===== config.mk =====
export PLATFORM = sky130hd
export DESIGN_NAME = apb_event_sink_flat
export DESIGN_NICKNAME = d
export VERILOG_FILES = /design/src/rtl/apb_event_sink_pkg.sv /design/src/rtl/apb_event_sink_if.sv /design/src/rtl/apb_event_sink_event_reg_slot.sv /design/src/rtl/apb_event_sink.sv /design/src/flat_wrapper.sv
export SDC_FILE = /design/constraint.sdc
export NUM_CORES = 1
export LEC_CHECK = 0
export CORE_MARGIN = 1
export CORE_UTILIZATION = 35
export CTS_BUF_LIST = sky130_fd_sc_hd__clkbuf_8
export DETAILED_ROUTE_END_ITERATION = 6
export PLACE_DENSITY = 0.7
export SYNTH_ARGS = -nofsm -noshare
export SYNTH_HDL_FRONTEND = slang
export SYNTH_SLANG_ARGS = --single-unit
export TNS_END_PERCENT = 20

===== constraint.sdc =====
create_clock -name clk -period 6.25 [get_ports clk]
set_input_delay 1.5625 -clock clk [delete_from_list [all_inputs] [get_ports clk]]
set_output_delay 1.5625 -clock clk [all_outputs]
set_load 0.03 [all_outputs]

===== src/rtl/apb_event_sink_pkg.sv =====
// Shared types and constants for the APB event sink: FSM states, register slot
// indices, default event addresses and the wait-counter width.
package apb_event_sink_pkg;

    typedef enum logic {
        IDLE,
        ACCESS
    } state_e;

    typedef enum logic [1:0] {
        SLOT_A,
        SLOT_B,
        SLOT_C,
        SLOT_NONE
    } slot_e;

    localparam logic [31:0] DEF_ADDR_A = 32'hABBA0000;
    localparam logic [31:0] DEF_ADDR_B = 32'hBAFF0000;
    localparam logic [31:0] DEF_ADDR_C = 32'hCAFE0000;

    localparam int CNT_W = 4;

    // Full 32-bit compare; anything that misses all three slots is unmapped.
    function automatic slot_e decode_slot(input logic [31:0] addr,
                                          input logic [31:0] addr_a,
                                          input logic [31:0] addr_b,
                                          input logic [31:0] addr_c);
        slot_e s;
        if (addr == addr_a)      s = SLOT_A;
        else if (addr == addr_b) s = SLOT_B;
        else if (addr == addr_c) s = SLOT_C;
        else                     s = SLOT_NONE;
        return s;
    endfunction

endpackage


===== src/rtl/apb_event_sink_if.sv =====
// APB bus bundle between the event write master and the event sink completer.
interface apb_event_sink_if;
    // Handshake: a transfer starts with a setup cycle (psel=1, penable=0), then
    // access cycles (psel=1, penable=1) until the completer raises pready; the
    // transfer completes in the cycle where psel, penable and pready are all 1.
    logic        psel;
    logic        penable;
    logic [31:0] paddr;
    logic        pwrite;
    logic [31:0] pwdata;
    logic        pready;
    logic [31:0] prdata;
    logic        pslverr;

    modport master (
        output psel, penable, paddr, pwrite, pwdata,
        input  pready, prdata, pslverr
    );

    modport slave (
        input  psel, penable, paddr, pwrite, pwdata,
        output pready, prdata, pslverr
    );
endinterface


===== src/rtl/apb_event_sink_event_reg_slot.sv =====
// One shadow register: value, valid bit, update pulse and a sticky flag that
// catches counter snapshots that fail to move forward.
module event_reg_slot (
    input  logic        clk,
    input  logic        reset,
    input  logic        wr_en,
    input  logic [31:0] wdata,
    input  logic        clr,
    output logic [31:0] value_o,
    output logic        upd_o,
    output logic        seq_err_o
);

    logic [31:0] value_q, value_d;
    logic        valid_q, valid_d;
    logic        upd_q, upd_d;
    logic        seq_err_q, seq_err_d;
    logic        wrap_ok;
    logic        backward;

    // A counter rolling over from all-ones to zero is forward progress.
    assign wrap_ok  = (value_q == 32'hFFFFFFFF) && (wdata == 32'h0);
    assign backward = valid_q && !wrap_ok && (wdata <= value_q);

    always_comb begin
        value_d   = value_q;
        valid_d   = valid_q;
        upd_d     = 1'b0;
        seq_err_d = seq_err_q & ~clr;
        if (wr_en) begin
            value_d = wdata;
            valid_d = 1'b1;
            upd_d   = 1'b1;
            if (backward) seq_err_d = 1'b1;
        end
    end

    always_ff @(posedge clk or posedge reset) begin
        if (reset) begin
            value_q   <= '0;
            valid_q   <= 1'b0;
            upd_q     <= 1'b0;
            seq_err_q <= 1'b0;
        end else begin
            value_q   <= value_d;
            valid_q   <= valid_d;
            upd_q     <= upd_d;
            seq_err_q <= seq_err_d;
        end
    end

    assign value_o   = value_q;
    assign upd_o     = upd_q;
    assign seq_err_o = seq_err_q;

endmodule


===== src/rtl/apb_event_sink.sv =====
// APB completer that captures event counter snapshots into three shadow
// registers, with programmable wait states, unmapped-address errors and read-back.
module apb_event_sink
    import apb_event_sink_pkg::*;
#(
    parameter int unsigned WAIT_CYCLES = 1,
    parameter logic [31:0] ADDR_A      = DEF_ADDR_A,
    parameter logic [31:0] ADDR_B      = DEF_ADDR_B,
    parameter logic [31:0] ADDR_C      = DEF_ADDR_C
) (
    input  logic                clk,
    input  logic                reset,
    apb_event_sink_if.slave     apb,
    output logic [31:0]         reg_a_o,
    output logic [31:0]         reg_b_o,
    output logic [31:0]         reg_c_o,
    output logic [2:0]          upd_o,
    output logic [2:0]          seq_err_o,
    output logic                proto_err_o,
    input  logic                clr_err_i,
    output state_e              dbg_state_o
);

    localparam logic [CNT_W-1:0] WAIT_INIT = CNT_W'(WAIT_CYCLES);

    state_e            state_q, state_d;
    logic [CNT_W-1:0]  cnt_q, cnt_d;
    logic [31:0]       addr_q, addr_d;
    logic              write_q, write_d;
    logic [31:0]       wdata_q, wdata_d;
    logic              proto_err_q, proto_err_d;

    logic              pready;
    slot_e             slot;
    logic [2:0]        wr_en;
    logic [31:0]       prdata;

    // Address, direction and data are captured at setup; the bus may wander
    // during the access phase without affecting the transfer.
    always_comb begin
        state_d     = state_q;
        cnt_d       = cnt_q;
        addr_d      = addr_q;
        write_d     = write_q;
        wdata_d     = wdata_q;
        proto_err_d = proto_err_q & ~clr_err_i;
        pready      = 1'b0;
        unique case (state_q)
            IDLE: begin
                if (apb.psel && !apb.penable) begin
                    state_d = ACCESS;
                    cnt_d   = WAIT_INIT;
                    addr_d  = apb.paddr;
                    write_d = apb.pwrite;
                    wdata_d = apb.pwdata;
                end
            end
            ACCESS: begin
                if (!apb.psel) begin
                    proto_err_d = 1'b1;
                    state_d     = IDLE;
                end else if (apb.penable) begin
                    if (cnt_q != '0) begin
                        cnt_d = cnt_q - 1'b1;
                    end else begin
                        pready  = 1'b1;
                        state_d = IDLE;
                    end
                end
            end
            default: state_d = IDLE;
        endcase
    end

    always_ff @(posedge clk or posedge reset) begin
        if (reset) begin
            state_q     <= IDLE;
            cnt_q       <= '0;
            addr_q      <= '0;
            write_q     <= 1'b0;
            wdata_q     <= '0;
            proto_err_q <= 1'b0;
        end else begin
            state_q     <= state_d;
            cnt_q       <= cnt_d;
            addr_q      <= addr_d;
            write_q     <= write_d;
            wdata_q     <= wdata_d;
            proto_err_q <= proto_err_d;
        end
    end

    assign slot     = decode_slot(addr_q, ADDR_A, ADDR_B, ADDR_C);
    assign wr_en[0] = pready && write_q && (slot == SLOT_A);
    assign wr_en[1] = pready && write_q && (slot == SLOT_B);
    assign wr_en[2] = pready && write_q && (slot == SLOT_C);

    always_comb begin
        prdata = '0;
        if (pready && !write_q) begin
            unique case (slot)
                SLOT_A:  prdata = reg_a_o;
                SLOT_B:  prdata = reg_b_o;
                SLOT_C:  prdata = reg_c_o;
                default: prdata = '0;
            endcase
        end
    end

    event_reg_slot u_slot_a (
        .clk       (clk),
        .reset     (reset),
        .wr_en     (wr_en[0]),
        .wdata     (wdata_q),
        .clr       (clr_err_i),
        .value_o   (reg_a_o),
        .upd_o     (upd_o[0]),
        .seq_err_o (seq_err_o[0])
    );

    event_reg_slot u_slot_b (
        .clk       (clk),
        .reset     (reset),
        .wr_en     (wr_en[1]),
        .wdata     (wdata_q),
        .clr       (clr_err_i),
        .value_o   (reg_b_o),
        .upd_o     (upd_o[1]),
        .seq_err_o (seq_err_o[1])
    );

    event_reg_slot u_slot_c (
        .clk       (clk),
        .reset     (reset),
        .wr_en     (wr_en[2]),
        .wdata     (wdata_q),
        .clr       (clr_err_i),
        .value_o   (reg_c_o),
        .upd_o     (upd_o[2]),
        .seq_err_o (seq_err_o[2])
    );

    assign apb.pready  = pready;
    assign apb.prdata  = prdata;
    assign apb.pslverr = pready && (slot == SLOT_NONE);

    assign proto_err_o = proto_err_q;
    assign dbg_state_o = state_q;

endmodule


===== src/flat_wrapper.sv =====
// flat-port wrapper written by rule: the top's interface ports become plain ports
module apb_event_sink_flat import apb_event_sink_pkg::*;
#(
    parameter int unsigned WAIT_CYCLES = 1,
    parameter logic [31:0] ADDR_A      = DEF_ADDR_A,
    parameter logic [31:0] ADDR_B      = DEF_ADDR_B,
    parameter logic [31:0] ADDR_C      = DEF_ADDR_C
)
  (clk, reset, reg_a_o, reg_b_o, reg_c_o, upd_o, seq_err_o, proto_err_o, clr_err_i, dbg_state_o, apb_psel, apb_penable, apb_paddr, apb_pwrite, apb_pwdata, apb_pready, apb_prdata, apb_pslverr);
  apb_event_sink_if apb_i ();
  input  logic clk;
  input  logic reset;
  output logic [31:0] reg_a_o;
  output logic [31:0] reg_b_o;
  output logic [31:0] reg_c_o;
  output logic [2:0] upd_o;
  output logic [2:0] seq_err_o;
  output logic proto_err_o;
  input  logic clr_err_i;
  output state_e dbg_state_o;
  input wire logic [$bits(apb_i.psel)-1:0] apb_psel;
  input wire logic [$bits(apb_i.penable)-1:0] apb_penable;
  input wire logic [$bits(apb_i.paddr)-1:0] apb_paddr;
  input wire logic [$bits(apb_i.pwrite)-1:0] apb_pwrite;
  input wire logic [$bits(apb_i.pwdata)-1:0] apb_pwdata;
  output wire logic [$bits(apb_i.pready)-1:0] apb_pready;
  output wire logic [$bits(apb_i.prdata)-1:0] apb_prdata;
  output wire logic [$bits(apb_i.pslverr)-1:0] apb_pslverr;
  assign apb_i.psel = apb_psel;
  assign apb_i.penable = apb_penable;
  assign apb_i.paddr = apb_paddr;
  assign apb_i.pwrite = apb_pwrite;
  assign apb_i.pwdata = apb_pwdata;
  assign apb_pready = apb_i.pready;
  assign apb_prdata = apb_i.prdata;
  assign apb_pslverr = apb_i.pslverr;
  apb_event_sink #(.WAIT_CYCLES(WAIT_CYCLES), .ADDR_A(ADDR_A), .ADDR_B(ADDR_B), .ADDR_C(ADDR_C)) u_core (.clk(clk), .reset(reset), .apb(apb_i), .reg_a_o(reg_a_o), .reg_b_o(reg_b_o), .reg_c_o(reg_c_o), .upd_o(upd_o), .seq_err_o(seq_err_o), .proto_err_o(proto_err_o), .clr_err_i(clr_err_i), .dbg_state_o(dbg_state_o));
endmodule

==> results of run 1 <==
==> registers in the layout (all words and copies together) (netlist names), 4 cells and up <==
| register | flops |
|---|---|
| u_core.u_slot_c.value_o | 32 |
| u_core.u_slot_b.value_o | 32 |
| u_core.cnt_q | 4 |
| u_core.u_slot_a.value_o | 32 |
| u_core.wdata_q | 32 |
| u_core.addr_q | 32 |
==> cells in the mapped netlist (all sizes together) (7+ instances only) <==
library cell,number,area share
buf,30,0.019
nand4,48,0.029
nand2b,7,0.0043
a21oi,41,0.020
inv,103,0.038
nand2,67,0.026
nor3,9,0.0044
mux2,128,0.16
a222oi,32,0.031
nor2b,10,0.0061
nand3,11,0.0054
dfrtp,176,0.43
nor2,41,0.016
nor4,21,0.013
clkbuf,13,0.0048
ha,97,0.12
a21o,15,0.011
o21ai,47,0.023
==> routing by layer <==
layer | vias up | global-route usage
met2 | 289 | 0.3315
li1 | 3861 | -
met4 | 0 | 0.07965
met3 | 57 | 0.05811
met5 | - | 0
met1 | 4006 | 0.2695
==> cell type report <==
type	instances	share of cell area
clock inverter	14	0.01335
antenna	1	0.0001867
tap	384	0.03585
timing repair buffer	214	0.1833
clock buffer	18	0.01848
inverter	103	0.02913
sequential	176	0.3286
multi-input combinational	625	0.3911
==> cells by family after synthesis <==
| family | Yosys count | share of synthesized area |
|---|---|---|
| AND/OR/NAND/NOR | 236 | 0.1229 |
| flip-flops | 176 | 0.4290 |
| AO/OA/AOI/OAI | 163 | 0.1071 |
| multiplexers | 128 | 0.1609 |
| adder cells (fa/ha/maj) | 97 | 0.1182 |
| buffers and inverters | 146 | 0.06106 |
| XOR/XNOR | 1 | 0.0008533 |
==> layout by cell type, fill, tap and decap left out, types with 8 or more instances in the layout <==
cell,synthesis,final
nand4_1,48,48
buf_12,0,33
mux2_2,64,64
nor2_1,39,39
ha_1,97,97
nor3_1,9,9
clkbuf_8,0,18
a21oi_1,41,41
a222oi_1,32,32
nand3_1,11,11
mux2_1,8,8
mux2_4,56,56
o21ai_0,15,15
nand2_1,65,65
nor4_1,20,20
o21ai_1,32,32
nor2b_1,10,10
clkdlybuf4s50_1,0,175
dfrtp_1,176,176
inv_1,100,100
a21o_1,15,15
==> worst max-delay path by stage <==
| stage | to | slack (ns) | cells after the start |
|---|---|---|---|
| 6_report | apb_prdata[29] | 0.67 | 7 |
| 3_3_place_gp | apb_prdata[15] | 0.76 | 7 |
| 5_1_grt | apb_prdata[24] | 0.55 | 7 |
| 3_5_place_dp | apb_prdata[20] | 0.69 | 7 |
| 2_1_floorplan | apb_prdata[10] | 1.22 | 6 |
| 4_1_cts | apb_prdata[20] | 0.68 | 7 |
==> metrics by stage <==
stage	total power [mW]	cells	util
final	2.921	1535	0.4657
after global routing	3.086	1534	0.4656
after CTS	2.939	1534	0.4656
after detailed placement	2.068	1502	0.4508
after global placement	2.033	1502	0.4508
after floorplan	1.841	947	-
==> power by group <==
group | total [mW] | internal [mW] | switching (mW)
clock | 0.871 | 0.415 | 0.456
sequential | 1.45 | 1.26 | 0.197
combinational | 0.597 | 0.317 | 0.280
total | 2.92 | 1.99 | 0.933
==> worst max-delay path, cell delays in order <==
cell	delay, ns
clkdlybuf4s50_1	0.70
and4b_1	0.28
nor3b_2	0.31
or4b_1	0.51
buf_4	0.26
nor2_1	0.24
buf_12	0.16
==> metrics.cfg, run 1 <==
[status]
status=finished clean

[floorplanning]
die_height_um=173.3
start_util=0.3567
core_area_um2=28780
die_w_um=173.3
io_pins=208
rows=62
design.die.area_um2=30020

[sta]
finalCriticalPeriod_ns=5.581
setup_viol=0
fmax_ghz=0.1792
drv_slew=0
whs_ns=0.4806
fin_setup_tns_ns=0
maxSlewHeadroom=0.2908
skew_ns=0.01196
finalHoldViolCount=0
setup_slack_ns=0.6693
period_share=0.8929
tightest_slew_ns=1.061
rsz0062_at_grt=no

[route]
drtPass1Iterations=7
top_layer=met4
wl_per_cell_um=19.91
drc=0
drtIter0Drc=548
met3_length_mm=2.340
routed-wl-met2_mm=14.10
met1_length_mm=13.05
drt-total-wl_mm=30.57
via_per_inst=5.350
via_count=8213
antenna_left=0

[hold_path]
hold_start=u_core.u_slot_b.valid_q
hold_path_depth=1
hold_class=reg2reg
hold_end=u_core.u_slot_b.valid_q

[clock_network]
clockBufferDepth=2
h-tree-depth=4
cts_tree=yes
clk_latency_ns=0.48
cts_buffers=17
cts.clk_slew.worst_paths_ns=0.10
postCtsSetupBuffers=0
cts_resized=0
hold_buffers=0
clock_sinks=176
cts-root-buf=clkbuf_8

[worst_setup_path]
cp.required_ns=4.69
cp_max_fo=21
ff2ff_path_depth=6
r2r-end=u_core.u_slot_b.value_o[31]
endpoint_kind=output port
crit_start=apb_penable
crit_arrival_ns=4.02
worstSetupPathType=in2out
r2r_setup_slack_ns=2.53
r2r-start=u_core.addr_q[1]
start_kind=input pin

[placement]
pre_cts_ws_ns=0.6918
port_buffers=207
dp_hpwl_mm=22.58
place_area_um2=12970
routabilityCongestion=0.8401

[global_routing]
overflow=0
grt_pass1_wl_mm=48.67
grt_pass1_vias=8459
grt_max_degree=177
antenna_found_initial=1
track_usage=0.2087

[synth]
postSynthCellCount=947
synth_area_um2=10270
syn_avg_cell_area_um2=10.84
synth-edff-count=0
ys_async_sr_fraction=1.000
ys_ff_latch=176
syn_nets=1114
ys.flop_type=dfrtp_1
yosysWarningCount=0
ys_types=56
ys_seq_area_frac=0.4290

[job]
drv_cap=0

[finish]
register_area_um2=4404
fillers=2602
drive_gt1_frac=0.1765
areaGrowthSynthToFinish_pct=30.55
stdcell_area_um2=13400
fin_nets=1304
multi_input_area_um2=5241

[power]
leakage_nw=5.840
p_per_area_nw_per_um2=217.9
ir_drop_v=0.0001450

(Power assumes the default switching activity.)
==> run 2: changes to the inputs <==
--- a/config.mk
+++ b/config.mk
@@ -5,11 +5,13 @@
 export SDC_FILE = /design/constraint.sdc
 export NUM_CORES = 1
 export LEC_CHECK = 0
+export CORE_ASPECT_RATIO = 2
 export CORE_MARGIN = 1
 export CORE_UTILIZATION = 35
 export CTS_BUF_LIST = sky130_fd_sc_hd__clkbuf_8
 export DETAILED_ROUTE_END_ITERATION = 6
 export PLACE_DENSITY = 0.7
+export REMOVE_ABC_BUFFERS = 1
 export SYNTH_ARGS = -nofsm -noshare
 export SYNTH_HDL_FRONTEND = slang
 export SYNTH_SLANG_ARGS = --single-unit
==> run 2 against run 1 <==
  * First-iteration DRC count decreased by 5.5%
  * Critical endpoint is now apb_prdata[6]
  * Routed wire length increased by 9.3%
  * Hold slack got worse by 0.012 ns
==> metrics.cfg, run 2 (synthesis gave the netlist of run 1 again) <==
[route]
drtIter0Drc=518
drt-total-wl_mm=33.41
wl_per_cell_um=22.04
via_count=8400
antenna_left=0
via_per_inst=5.541
drtPass1Iterations=7
drc=0

[sta]
rsz0062_at_grt=no
setup_viol=0
drv_slew=0
tightest_slew_ns=1.032
skew_ns=0.01200
finalHoldViolCount=0
fin_setup_tns_ns=0
period_share=0.8943
maxSlewHeadroom=0.2944
setup_slack_ns=0.6608
finalCriticalPeriod_ns=5.589
fmax_ghz=0.1789

[global_routing]
grt_max_degree=95
use_met2=0.4123
overflow=0
met3_usage=0.03521
antenna_found_initial=3
gr-usage-met1=0.2412
grt_pass1_vias=8690
grt_pass1_wl_mm=50.56
busiest_layer=met2
track_usage=0.2306

[clock_network]
clk_latency_ns=0.50
cts_tree=yes
clockBufferDepth=2
cts.clk_slew.worst_paths_ns=0.10
h-tree-depth=4
cts_resized=0
clock_sinks=176
cts_buffers=17
hold_buffers=0
postCtsSetupBuffers=0
cts-root-buf=clkbuf_8

[finish]
register_area_um2=4404
mostFrequentLayoutCell=dfrtp_1
fin_nets=1307
drive_gt1_frac=0.1787
areaGrowthSynthToFinish_pct=28.28
fin_cells=1516
multi_input_area_um2=5241
final_cell_mix=176 x dfrtp_1, 175 x clkdlybuf4s50_1, 100 x inv_1
fillers=2684

[placement]
port_buffers=207
dp_cells=1481
pre_cts_ws_ns=0.6415
routabilityCongestion=0.9432
dp_hpwl_mm=25.58

[worst_setup_path]
start_kind=input pin
cp.required_ns=4.69
slowest_stage=clkdlybuf4s50_1
cp_max_fo=22
crit_arrival_ns=4.03
worstSetupPathType=in2out
crit_chain=clkdlybuf4s50_1, and4b_1, nor3b_2, or4b_1, buf_4, nor2_1, buf_12
r2r_setup_slack_ns=3.12
endpoint_kind=output port
slowest_delay_ns=0.69

[power]
p_per_area_nw_per_um2=222.8
leakage_nw=5.798
ir_drop_v=0.0001399

[status]
status=finished clean

[floorplanning]
die_height_um=244.2
start_util=0.3559
io_pins=208
die_w_um=123.1
rows=88
design.die.area_um2=30060
core_area_um2=28850

[hold_path]
hold_class=reg2reg

[job]
drv_cap=0

-- run 2: cell count changes in the layout (fill, tap and decap cells not counted), sizes merged --
| cell | before | now |
|---|---|---|
| clkbuf | 18 | 17 |
| clkinvlp | 1 | 2 |
| diode | 1 | 3 |
| buf | 39 | 42 |
-- run 2: final timing paths --
kind | depth (start not counted) | end | from
min | 1 | u_core.u_slot_c.valid_q | u_core.u_slot_c.valid_q
max in group asynchronous | 3 | u_core.u_slot_b.value_o[15] | reset
max | 7 | apb_prdata[6] | apb_penable
max reg2reg | 6 | u_core.u_slot_c.seq_err_o | u_core.wdata_q[14]
min reg2reg | 1 | u_core.u_slot_c.valid_q | u_core.u_slot_c.valid_q
min in group asynchronous | 2 | u_core.wdata_q[29] | reset
-- run 2: critical path: cells and delay by family --
kind / cells / cell delay (ns)
AND/OR/NAND/NOR: 4 / 1.33
buffers and inverters: 3 / 1.10
-- run 2: cell type report --
cell class | count | area share
flip-flops and latches | 176 | 0.3344
diodes | 3 | 0.0005701
well taps | 360 | 0.03420
repair buffers | 217 | 0.1712
clock buffers | 17 | 0.01777
inverters | 103 | 0.02974
multi-input cells | 625 | 0.3980
clock inverters | 15 | 0.01406
-- run 2: report_power, final --
part	internal, mW	leakage, nW	switching, mW
sequential	1.26	2.14	0.203
clock	0.402	0.212	0.453
combinational	0.319	3.44	0.300
-- run 2: through the flow --
step	hold WS [ns]	cell area, µm²	util	power (mW)
final	0.4687	13170	0.4565	2.934
after CTS	0.4714	13160	0.4562	2.949
after detailed placement	0.4472	12740	0.4417	2.097
after global placement	0.4409	12740	0.4417	2.059
after floorplan	0.4255	10030	-	1.844
after global routing	0.4791	13170	0.4565	3.098
-- run 2: routing by layer --
layer  vias up  routed length [µm]
met3        87                1336
met2       297               17810
met4         0                2208
met1      4165               12060
li1       3851                   -
met5         -                   0
==> RTL edit 1, RTL diff (config.mk and constraints of run 1) <==
Put a register stage on the output `apb.pslverr`, without a reset. The value now appears one clock later.
--- a/src/rtl/apb_event_sink.sv
+++ b/src/rtl/apb_event_sink.sv
@@ -142,7 +142,9 @@
 
     assign apb.pready  = pready;
     assign apb.prdata  = prdata;
-    assign apb.pslverr = pready && (slot == SLOT_NONE);
+    always_ff @(posedge clk) begin
+        apb.pslverr <= pready && (slot == SLOT_NONE);
+    end
 
     assign proto_err_o = proto_err_q;
     assign dbg_state_o = state_q;
Check against the original RTL: not equivalent (a bounded check fails within 4 cycles, from zero or initial values and one cycle with reset high).
==> RTL edit 1 against run 1 <==
- setup slack better by 0.045 ns
- the run now ends with DRC left
- routed wire length is 0.24% lower
- critical path depth stayed put
- design area is 0.52% lower
- sequential cell count is 1 higher
- total power is 4.8% lower
- area after synthesis is 0.20% higher
- combinational power is 1% higher
- clock power is 17% lower
==> RTL edit 1: results (changes against run 1) <==
synth_commonest_cells: "dfrtp_1 (176), inv_1 (100), ha_1 (97)"
synth_cell_types: 57  # +1.8%
layout-drive-gt1-share_pct: 17.4  # -0.25 points
drt-initial-drc-count: 521  # -4.9%
finClkSkew_ns: 0.0123  # +0.000314 ns
grt_pass1_vias: 8409  # -0.59%
portBuffers: 207  # unchanged
power_leakage_nw: 5.79  # -0.88%
synth_fp_nets: 1115  # +0.090%
ys_seq_area_share_pct: 43.0  # +0.11 points
violations: "DRC"
hpwl_microns: 22600  # +0.17%
place_congestion: 0.848  # +0.95%
outcome: "complete, but fails checks"
worstMarginPinSlew_ns: 1.04  # -0.0251 ns
ir_drop_mv: 0.179  # +24%
wl_per_cell_microns: 19.9  # -0.11%
ctsResizeCount: 0  # unchanged
drc: 1  # +1
cts_setup_buffers: 0  # unchanged
p_int_mw: 1.88  # -5.6%
vias: 8226  # +0.16%
synthAdderAreaFrac_pct: 11.8  # -0.023 points
cts.htree.levels: 4  # unchanged
nets: 1304  # unchanged
worstPathArrival_ns: 3.97  # -0.05 ns
diodes: 0  # -1
muxShareOfSynthArea_pct: 16.1  # -0.031 points
synth_xor_area_share_pct: 0.0851  # -0.00017 points
async_flop_share_pct: 99.4  # -0.56 points
synth_area_leaders: "dfrtp_1 (43%), ha_1 (12%), mux2_4 (8.2%), mux2_2 (7.0%), inv_1 (3.6%)"
antenna_found_initial: 1  # unchanged
yosysTopAreaCellShare_pct: 42.8  # -0.083 points
synth_compound_area_share_pct: 10.7  # -0.021 points
clock_latency_ns: 0.47
grt_use_total_pct: 20.8  # -0.090 points
crit_path_max_fanout: 21  # unchanged
grt_pass1_wl_microns: 48500  # -0.43%
==> RTL edit 1: stage by stage <==
step	utilization [%]	cell area, sq um	cells	setup WS [ns]
after detailed placement	45.1	13000	1502	0.720
final	46.3	13300	1533	0.714
after CTS	46.3	13300	1533	0.712
after floorplan	-	10300	948	1.22
after global routing	46.3	13300	1533	0.571
after global placement	45.1	13000	1502	0.802
==> RTL edit 1: per-layer routing <==
metal,wire length [microns],global-route usage (%)
met5,0,0
met4,884,7.12
met3,2000,5.88
met2,14200,33.0
met1,13400,27.1
==> RTL edit 1: worst paths after layout <==
path,start,end,slack [ns],depth (start not counted)
max,apb_penable,apb_prdata[9],0.71,7
min in group asynchronous,reset,u_core.cnt_q[1],1.69,3
min reg2reg,u_core.u_slot_c.valid_q,u_core.u_slot_c.valid_q,0.48,1
max reg2reg,u_core.addr_q[1],u_core.u_slot_b.value_o[31],2.61,6
max in group asynchronous,reset,u_core.u_slot_a.value_o[3],3.78,3
min,u_core.u_slot_c.valid_q,u_core.u_slot_c.valid_q,0.48,1
==> RTL edit 1: worst max-delay path, delay by kind of cell <==
kind / cells / cell delay (ns)
simple gates: 4 / 1.29
buf+inv: 3 / 1.10
==> RTL edit 1: final cells by class <==
| cell class | count | area (sq um) |
|---|---|---|
| clock inverter | 12 | 85.1 |
| fill | 2670 | 15400 |
| tap | 384 | 480 |
| multi-input combinational | 625 | 5240 |
| inverter | 103 | 390 |
| timing repair buffer | 213 | 2450 |
| clock buffer | 19 | 262 |
| sequential | 177 | 4420 |
==> RTL edit 1: cells by family after synthesis <==
| group | after synthesis |
|---|---|
| simple gates | 236 |
| compound gates | 163 |
| xor+xnor | 1 |
| mux | 128 |
| flops | 177 |
| fa+ha+maj | 97 |
| buf+inv | 146 |
==> RTL edit 1: power groups by stage <==
| stage | sequential [mW] | combinational [mW] | clock [mW] |
|---|---|---|---|
| final | 1.46 | 0.604 | 0.719 |
| after global routing | 1.48 | 0.690 | 0.783 |
| after CTS | 1.46 | 0.605 | 0.738 |
| after detailed placement | 1.48 | 0.600 | 0 |
| after global placement | 1.48 | 0.566 | 0 |
| after floorplan | 1.41 | 0.440 | 0 |
==> RTL edit 2, RTL diff (flow settings as in run 1) <==
Made on the original files. `CNT_W`: 4 -> 5.
--- a/src/rtl/apb_event_sink_pkg.sv
+++ b/src/rtl/apb_event_sink_pkg.sv
@@ -18,7 +18,7 @@
     localparam logic [31:0] DEF_ADDR_B = 32'hBAFF0000;
     localparam logic [31:0] DEF_ADDR_C = 32'hCAFE0000;
 
-    localparam int CNT_W = 4;
+    localparam int CNT_W = 5;
 
     // Full 32-bit compare; anything that misses all three slots is unmapped.
     function automatic slot_e decode_slot(input logic [31:0] addr,
Formal check against the unedited RTL: same outputs for any inputs over 4 cycles, from zero or initial values and one cycle with reset high; that may be too few to reach the edited logic, so the function may still have changed.
==> RTL edit 2 against run 1 <==
- combinational power decreased by 15%
- highest routed layer unchanged
- routed wire length decreased by 0.79%
- setup slack got worse by 0.23 ns
- critical endpoint is now apb_prdata[15]
- sequential cell count increased by 1
- utilization decreased by 0.41 points
- largest cell class unchanged
- critical path depth decreased by 1
- area after synthesis decreased by 1.6%
- maximum frequency decreased by 4.0%
- clock power decreased by 0.6%
- design area decreased by 3.3%
- total power decreased by 6.0%
==> RTL edit 2: results (changes against run 1) <==
clock_latency_ns: 0.48  # about the same
diodes: 0  # -1
layout-drive-gt1-share_pct: 10.7  # -7.0 points
worstMarginPinSlew_ns: 1.07  # +0.00760 ns
grt_max_degree: 178  # +0.56%
ctsResizeCount: 0  # unchanged
ys_seq_area_share_pct: 43.9  # +0.95 points
whs_path_depth: 2  # +1
muxShareOfSynthArea_pct: 17.8  # +1.8 points
synth_commonest_cells: "dfrtp_1 (177), inv_1 (102), ha_1 (97)"
worstPathArrival_ns: 4.25  # +0.23 ns
fillers: 2688  # +3.3%
yosysWarnings: 0  # unchanged
synth_cell_types: 52  # -7.1%
antenna_found_initial: 1  # unchanged
crit_path_max_fanout: 28  # +33%
hpwl_microns: 21700  # -3.8%
hold_path_class: "reg -> reg"
ff2ff_path_depth: 7  # +1
cts.htree.levels: 4  # unchanged
grt_pass1_wl_microns: 46500  # -4.4%
r2r_setup_slack_ns: 2.73  # +0.20 ns
cts_setup_buffers: 0  # unchanged
synth_compound_area_share_pct: 8.98  # -1.7 points
synth_area_leaders: "dfrtp_1 (44%), ha_1 (12%), mux2_1 (11%), mux2_2 (7.1%), inv_1 (3.8%)"
synthAdderAreaFrac_pct: 12.0  # +0.19 points
place_congestion: 0.863  # +2.7%
power_leakage_nw: 5.39  # -7.6%
async_flop_share_pct: 100  # unchanged
synth_fp_nets: 1070  # -3.9%
synthFlopType: "dfrtp_1"
finClkSkew_ns: 0.0132  # +0.00123 ns
preCtsSetupSlack_ns: 0.458  # -0.233 ns
clockRootBuffer: "clkbuf_8"
placed_cell_area_sq_um: 12500  # -3.3%
nets: 1268  # -2.8%
path_clk_slew_ns: 0.10  # about the same
grt_pass1_vias: 7895  # -6.7%
outcome: "complete, no violations"
cts_buffer_depth: 2  # unchanged
drt-initial-drc-count: 633  # +16%
vias: 8093  # -1.5%
portBuffers: 207  # unchanged
ir_drop_mv: 0.144  # -0.80%
cts_made_buffers: 17  # unchanged
wl_per_cell_microns: 20.3  # +2.1%
dr.pass1.iters: 5  # -2
synth_xor_area_share_pct: 0.173  # +0.088 points
grt_use_total_pct: 21.0  # +0.13 points
finalCriticalPeriod_ns: 5.81  # +0.233 ns
[RTL edit 2: cell types whose count changed after synthesis, moves of 4 or more]
| cell | delta |
|---|---|
| mux2_1 | +88 |
| mux2_4 | -56 |
| o21ai_1 | -32 |
| nand2_1 | -31 |
| buf_1 | -9 |
| nor2_1 | +8 |
| nand2b_1 | -5 |
| nor2b_1 | -5 |
| clkbuf_1 | +4 |
[RTL edit 2: area by class of cell]
type / count / share of cell area, %
repair buffers: 214 / 16.7
flip-flops and latches: 177 / 34.2
inverters: 104 / 3.04
clock inverters: 15 / 1.47
multi-input cells: 587 / 39.2
well taps: 378 / 3.65
clock buffers: 17 / 1.80
[RTL edit 2: through the flow]
| step | cells | util [%] | power [mW] | hold slack (ns) |
|---|---|---|---|---|
| 2_1_floorplan | 903 | - | 1.70 | 0.414 |
| 3_3_place_gp | 1460 | 44.6 | 1.87 | 0.426 |
| 3_5_place_dp | 1460 | 44.6 | 1.90 | 0.431 |
| 4_1_cts | 1492 | 46.2 | 2.77 | 0.455 |
| 5_1_grt | 1492 | 46.2 | 2.90 | 0.506 |
| 6_report | 1492 | 46.2 | 2.75 | 0.452 |
[RTL edit 2: power by group]
part	internal [mW]	switching (mW)	leakage (nW)
Combinational	0.268	0.240	2.87
Sequential	1.23	0.141	2.31
Clock	0.378	0.489	0.214
[RTL edit 2: path summary, 6_finish.rpt]
path	from	end
setup / recovery	apb_penable	apb_prdata[15]
hold / removal	u_core.u_slot_b.valid_q	u_core.u_slot_b.valid_q
setup reg to reg	u_core.addr_q[13]	u_core.u_slot_b.value_o[11]
hold reg to reg	u_core.u_slot_b.valid_q	u_core.u_slot_b.valid_q
max in group asynchronous	reset	u_core.u_slot_a.value_o[15]
min in group asynchronous	reset	u_core.wdata_q[23]
[RTL edit 2: critical path, stage by stage]
cell and delay [ns]:
clkdlybuf4s50_1 0.57, and4_1 0.31, or4b_1 0.61, buf_4 0.33, nor2_1 0.16, clkdlybuf4s50_1 0.69
[RTL edit 2: logic make-up (layout without fill, tap and decap cells)]
family | after synthesis | after routing
AND/OR/NAND/NOR | 201 | 201
flip-flops | 177 | 177
multiplexers | 160 | 160
buffers and inverters | 139 | 350
AO/OA/AOI/OAI | 127 | 127
adder cells (fa/ha/maj) | 97 | 97
XOR/XNOR | 2 | 2
[RTL edit 2: per-layer routing]
layer | wire, microns | part of all wire, % | GRT usage, % | up-vias
met5 | 0 | 0 | 0 | -
met4 | 444 | 1.5 | 5.66 | 0
met3 | 1880 | 6.2 | 4.58 | 28
met2 | 14300 | 47 | 33.8 | 256
met1 | 13700 | 45 | 28.4 | 4099
li1 | - | - | - | 3710
